===== src/rtl/alu_arbiter.sv =====
// Round-robin arbiter sharing one registered ALU datapath between two requesters.
// One operation in flight; results are returned on the response port of the requester that issued it.
module alu_arbiter #(
    parameter int unsigned W       = 4,
    parameter int unsigned LATENCY = 2
) (
    input  logic         clk,
    input  logic         reset,
    input  logic         req0_valid,
    output logic         req0_ready,
    input  logic [W-1:0] req0_a,
    input  logic [W-1:0] req0_b,
    input  logic         req0_c,
    input  logic [2:0]   req0_s,
    input  logic         req1_valid,
    output logic         req1_ready,
    input  logic [W-1:0] req1_a,
    input  logic [W-1:0] req1_b,
    input  logic         req1_c,
    input  logic [2:0]   req1_s,
    output logic         rsp0_valid,
    input  logic         rsp0_ready,
    output logic [W-1:0] rsp0_o,
    output logic         rsp0_cout,
    output logic         rsp1_valid,
    input  logic         rsp1_ready,
    output logic [W-1:0] rsp1_o,
    output logic         rsp1_cout,
    output logic         alu_enable,
    output logic [W-1:0] alu_a,
    output logic [W-1:0] alu_b,
    output logic         alu_c,
    output logic [2:0]   alu_s,
    input  logic [W-1:0] alu_o,
    input  logic         alu_cout,
    output logic         busy
);

    localparam logic [1:0] IDLE  = 2'd0;
    localparam logic [1:0] ISSUE = 2'd1;
    localparam logic [1:0] EXEC  = 2'd2;
    localparam logic [1:0] RESP  = 2'd3;

    localparam int unsigned CW = (LATENCY > 2) ? $clog2(LATENCY) : 1;

    logic [1:0]   state;
    logic         last_grant;
    logic         op_id;
    logic [CW-1:0] cnt;
    logic [W-1:0] op_a;
    logic [W-1:0] op_b;
    logic         op_c;
    logic [2:0]   op_s;

    logic         any_valid;
    logic         grant;
    logic         accept;
    logic         dp_on;
    logic         rsp_on;
    logic         rsp_take;

    // On a tie the requester not served last wins; otherwise the lone valid one.
    always_comb begin
        any_valid = req0_valid | req1_valid;
        if (req0_valid && req1_valid) begin
            grant = ~last_grant;
        end else begin
            grant = req1_valid;
        end
        accept     = (state == IDLE) && !reset && any_valid;
        req0_ready = accept && !grant;
        req1_ready = accept && grant;
    end

    always_comb begin
        dp_on      = (state == ISSUE) || (state == EXEC);
        alu_enable = dp_on;
        alu_a      = dp_on ? op_a : '0;
        alu_b      = dp_on ? op_b : '0;
        alu_c      = dp_on ? op_c : 1'b0;
        alu_s      = dp_on ? op_s : '0;
    end

    always_comb begin
        rsp_on     = (state == RESP) && !reset;
        rsp0_valid = rsp_on && !op_id;
        rsp1_valid = rsp_on && op_id;
        rsp0_o     = rsp0_valid ? alu_o : '0;
        rsp0_cout  = rsp0_valid ? alu_cout : 1'b0;
        rsp1_o     = rsp1_valid ? alu_o : '0;
        rsp1_cout  = rsp1_valid ? alu_cout : 1'b0;
        rsp_take   = op_id ? rsp1_ready : rsp0_ready;
    end

    assign busy = (state != IDLE);

    always_ff @(posedge clk) begin
        if (reset) begin
            state      <= IDLE;
            last_grant <= 1'b1;
            op_id      <= 1'b0;
            cnt        <= '0;
            op_a       <= '0;
            op_b       <= '0;
            op_c       <= 1'b0;
            op_s       <= '0;
        end else begin
            case (state)
                IDLE: begin
                    if (any_valid) begin
                        op_a       <= grant ? req1_a : req0_a;
                        op_b       <= grant ? req1_b : req0_b;
                        op_c       <= grant ? req1_c : req0_c;
                        op_s       <= grant ? req1_s : req0_s;
                        op_id      <= grant;
                        last_grant <= grant;
                        state      <= ISSUE;
                    end
                end
                ISSUE: begin
                    cnt   <= CW'(LATENCY - 2);
                    state <= EXEC;
                end
                EXEC: begin
                    if (cnt == '0) begin
                        state <= RESP;
                    end else begin
                        cnt <= cnt - 1'b1;
                    end
                end
                RESP: begin
                    if (rsp_take) begin
                        state <= IDLE;
                    end
                end
                default: state <= IDLE;
            endcase
        end
    end

endmodule


===== config.mk =====
export PLATFORM = sky130hd
export DESIGN_NAME = alu_arbiter
export DESIGN_NICKNAME = d
export VERILOG_FILES = /design/src/rtl/alu_arbiter.sv
export SDC_FILE = /design/constraint.sdc
export NUM_CORES = 1
export LEC_CHECK = 0
export BUFFER_PORTS_ARGS = -buffer_cell sky130_fd_sc_hd__buf_2
export CORE_MARGIN = 5
export CORE_UTILIZATION = 37
export CTS_CLUSTER_SIZE = 30
export DETAILED_ROUTE_END_ITERATION = 8
export PLACE_DENSITY = 0.75
export SYNTH_ARGS = -nofsm -noshare
export SYNTH_HDL_FRONTEND = slang
export SYNTH_SLANG_ARGS = --single-unit

===== constraint.sdc =====
create_clock -name clk -period 1.5 [get_ports clk]
set_clock_uncertainty 0.15 [all_clocks]
set_input_delay 0.075 -clock clk [delete_from_list [all_inputs] [get_ports clk]]
set_output_delay 0.075 -clock clk [all_outputs]
set_load 0.05 [all_outputs]

Word-level counts from Yosys, hierarchy flattened
Index checks and enable logic that the tools add are counted.
{"block": "totals", "inputBits": 35, "output_inout_bits": 28, "ff_bits": 17}
{"block": "classes", "n_bitwise": 2, "mux": 20, "addsub": 1, "reduce_logical": 17, "n_eq_ne": 6}
{"op": "$mux 4", "count": 6}
{"op": "$logic_and 1x1->1", "count": 8}
{"op": "$pmux 2 s4", "count": 1}
{"op": "$mux 1", "count": 7}
{"op": "$mux 2", "count": 3}
{"op": "$mux 3", "count": 2}
{"op": "$ne 2x2->1 const B", "count": 3}
{"op": "$eq 2x2->1 const B", "count": 2}
{"op": "$reduce_bool 2->1", "count": 2}
{"op": "$logic_not 1->1", "count": 3}
{"op": "$reduce_and 3->1", "count": 1}
{"op": "$eq 2x1->1 const B", "count": 1}
{"op": "$logic_not 2->1", "count": 1}
{"op": "$pmux 1 s2", "count": 1}
{"op": "$reduce_and 2->1", "count": 1}
{"op": "$logic_or 1x1->1", "count": 1}
{"op": "$not 1->1", "count": 1}
{"op": "$or 1x1->1", "count": 1}
{"op": "$sub 1x1->1 const B", "count": 1}

Longest topological paths before layout
{"block": "depth", "ltp_word": 4, "mapped_depth": 6, "depth_no_buf": 5}

Worst setup path after synthesis
No wires, ideal clock.
{"block": "synth_path", "kind": "register -> output", "start": "reg state[1]", "end": "out rsp0_cout", "arrival_ps": 2428, "path_buffers": 0, "path_stages_with_launch": 4, "path_slack_ps": -1153, "path_cell_list": "dfxtp_1 > ha_1 > nor3b_1 > and2_1"}
{"block": "synth_via", "elab_chain_len": 4}
{"element": "from (decl)", "line_no": "46", "text": "logic [1:0] state;"}
{"element": "from (signal assigned)", "line_no": "99", "text": "state <= IDLE;"}
{"element": "from (signal assigned)", "line_no": "117", "text": "state <= ISSUE;"}
{"element": "from (signal assigned)", "line_no": "122", "text": "state <= EXEC;"}
{"element": "$eq 2x2->1", "line_no": "85", "text": "rsp_on = (state == RESP) && !reset;"}
{"element": "$logic_and 1x1->1", "line_no": "85"}
{"element": "$logic_and 1x1->1", "line_no": "86", "text": "rsp0_valid = rsp_on && !op_id;"}
{"element": "net rsp0_valid", "line_no": "21", "text": "output logic rsp0_valid,"}
{"element": "$mux 1", "line_no": "89", "text": "rsp0_cout = rsp0_valid ? alu_cout : 1'b0;"}
{"element": "to (decl)", "line_no": "24", "text": "output logic rsp0_cout,"}
The timed path passes the listed nets, and every way through them passes these cells.

Worst setup path in the final report
{"block": "layout_path", "start": "reg state[1]", "end": "out rsp0_cout"}
{"block": "layout_via", "elab_chain_len": 4}
{"element": "$eq 2x2->1", "line_no": "85"}
{"element": "$logic_and 1x1->1", "line_no": "85"}
{"element": "$logic_and 1x1->1", "line_no": "86"}
{"element": "$mux 1", "line_no": "89"}
Every way passes these cells.

==> out/metrics.yaml <==
run_status:
  status: "complete, but fails checks"
  failed_checks: "hold timing, setup timing"
yosys:
  synth_area_per_cell_um2: 8.88
  ys_warn_count: 0
  synth.most_common_cell: "and2_1"
  synth_common_cells: "and2_1 (22), dfxtp_1 (16), mux2i_1 (15)"
  synth_cell_type_count: 23
  synth_flop_cell: "dfxtp_1"
  synth_area_leader_cell: "dfxtp_1"
  ys_async_sr_fraction: 0
  yosysSeqAreaShare: 0.331
  syn_area_um2: 968
  synth_fp_nets: 148
  yosys.area.top_type_share: 0.331
  synth-seq-cells: 16
  synthTopCellsByArea: "dfxtp_1 (33%), mux2i_1 (16%), and2_1 (14%)"
  synthCells: 109
  synth_edf_count: 0
setup_path:
  worst-setup-path-type: "flop to primary output"
  arrival_ns: 1.44
  crit_buf_inv: 1
  critPathLaunch: "state[1]$_SDFFE_PP0P_"
  path_delay_family: "simple AND/OR/NAND/NOR gates"
  cpPeakStageDelay_ns: 0.38
  critPathMaxFanout: 6
  cp_slowest_cell: "dfxtp_4"
  cp_cell_sequence: "ha_4 > nor3b_4 > and2_4 > buf_8"
  endpoint_kind: "primary output"
  worstSetupStartpointType: "flop"
  crit_required_ns: 1.27
  reg2reg_from: "state[0]$_SDFFE_PP0P_"
layout:
  instances_no_fill: 231
  diodes: 0
  final_net_count: 242
  drive_above_1_share: 0.632
  area_growth_pct: 117
  post-route-util: 0.840
sta:
  setup_viol: 32
  rsz0062_at_grt: "true"
  fin_crit_sh: 1.11
  max_slew_margin: 0.828
  fin_ws_ns: -0.161
  worst_hold_slack_ns: -0.00215
  min_period_ns: 1.66
  worst_slew_pin_slew_ns: 0.251
  fmax_ghz: 0.602
  drv_slew: 0
  hold_viol: 1
global_route:
  track_usage: 0.192
  overflow: 0
  grt_first_pass_wirelength_mm: 5.27
  antenna_found_initial: 0
  grt_max_degree: 13
  grt_pass1_vias: 1157
route:
  ant_nets: 0
  dr.pass1.iters: 4
  num_vias: 1171
  wl_per_cell_um: 16.2
  wl_mm: 3.75
  drt_iter0_drc: 17
  drc: 0
  drt-vias-per-instance: 5.07
die:
  rows: 18
  ioPinCount: 63
  start_util: 0.387
  coreArea_um2: 2500
  die_w_um: 61.2
  fp.dieArea_um2: 3740
  die_y_um: 61.2
min_path:
  hold_path.class: "primary input to flop"
  min-delay-start: "req1_s[1]"
clock_tree:
  cts_buffers: 3
  cts_tree: "built"
  cts_buffer_depth: 2
  cts_root_buffer: "clkbuf_4"
  path_clk_slew_ns: 0.09
  cts_max_level: 1
  clk_latency_ns: 0.28
  clock-sinks: 16
place:
  dp_hpwl_mm: 2.06
  placedCellCount: 198
  io_buffers: 62
  place_congestion: 0.701
job:
  cap_violations: 0
power_and_ir_drop:
  power_density_nw_per_um2: 1640
  ir_drop_mv: 1.31
  total_leakage_power_uw: 0.000958
==> path summary, 6_finish.rpt <==
kind                                             end  slack [ns]  depth (start not counted)
worst max-delay path                       rsp0_cout       -0.16                          4
worst min-delay path            op_s[1]$_SDFFE_PP0P_      -0.002                          3
worst max register to register     op_c$_SDFFE_PP0P_       -0.06                          7
worst min register to register  op_s[0]$_SDFFE_PP0P_        0.35                          2
==> layout by cell type, fill, tap and decap left out, types with 3 or more instances in the layout <==
cell type,n
buf_4,7
nand2b_1,3
buf_2,35
dlygate4sd3_1,18
buf_6,6
mux2i_1,15
clkbuf_4,3
a211oi_1,6
nor2_1,13
buf_8,24
dfxtp_1,12
and2_4,22
a211oi_2,6
buf_12,3
==> final cells by class <==
cell class / count / area (um2)
Inverter: 3 / 11.3
Clock buffer: 3 / 22.5
Timing Repair Buffer: 95 / 948
Multi-Input combinational cell: 84 / 749
Sequential cell: 16 / 330
Fill cell: 140 / 400
Tap cell: 30 / 37.5
==> sequential cells by signal, indices dropped and copies added (netlist names) <==
register and flops:
op_a 4, op_b 4, op_s 3, state 2, last_grant 1, op_c 1, op_id 1
==> repair_timing <==
item,in CTS,in global routing
hold endpoints to repair,11,3
setup endpoints to repair,28,42
gates cloned,1,1
setup buffers,7,3
pin swaps,18,18
resized for setup,87,23
hold buffers,11,7
==> report_power, final <==
| group | total, uW | switching [uW] | internal [uW] |
|---|---|---|---|
| logic | 2490 | 1250 | 1230 |
| registers | 726 | 125 | 601 |
| clock network | 222 | 129 | 93.1 |
| total | 3440 | 1510 | 1930 |
==> metal layers <==
metal | GRT usage | vias up | wire length (um)
met2 | 0.366 | 68 | 2010
met3 | 0.0419 | 8 | 345
li1 | - | 561 | -
met1 | 0.200 | 534 | 1320
met4 | 0.0836 | 0 | 73
met5 | 0 | - | 0
==> logic make-up (layout without fill, tap and decap cells) <==
group           count (synthesis)  count (layout)  synth area share
simple gates                   45              45             0.252
compound gates                 20              20             0.158
flops                          16              16             0.331
mux                            15              15             0.155
buf+inv                         9             101            0.0530
fa+ha+maj                       4               4            0.0517
==> stage by stage <==
stage	setup WS (ns)	TNS (ns)	hold slack [ns]	total power [uW]	area, um2
global route	-0.240	-5.59	0.00123	3620	2100
floorplan	-0.178	-0.970	0.0747	1940	1050
global placement	0.0774	0	0.266	2250	1410
detailed placement	0.0317	0	0.272	2280	1410
finish	-0.161	-3.10	-0.00215	3440	2100
CTS	-0.150	-2.95	-0.0366	3200	1900
==> worst reg2reg max path: cells and delay by family (launching register included) <==
kind	cells	cell delay [ns]
fa+ha+maj	1	0.17
flops	1	0.37
compound gates	2	0.38
simple gates	1	0.04
buf+inv	3	0.37
Power figures use the tool's default switching activity.
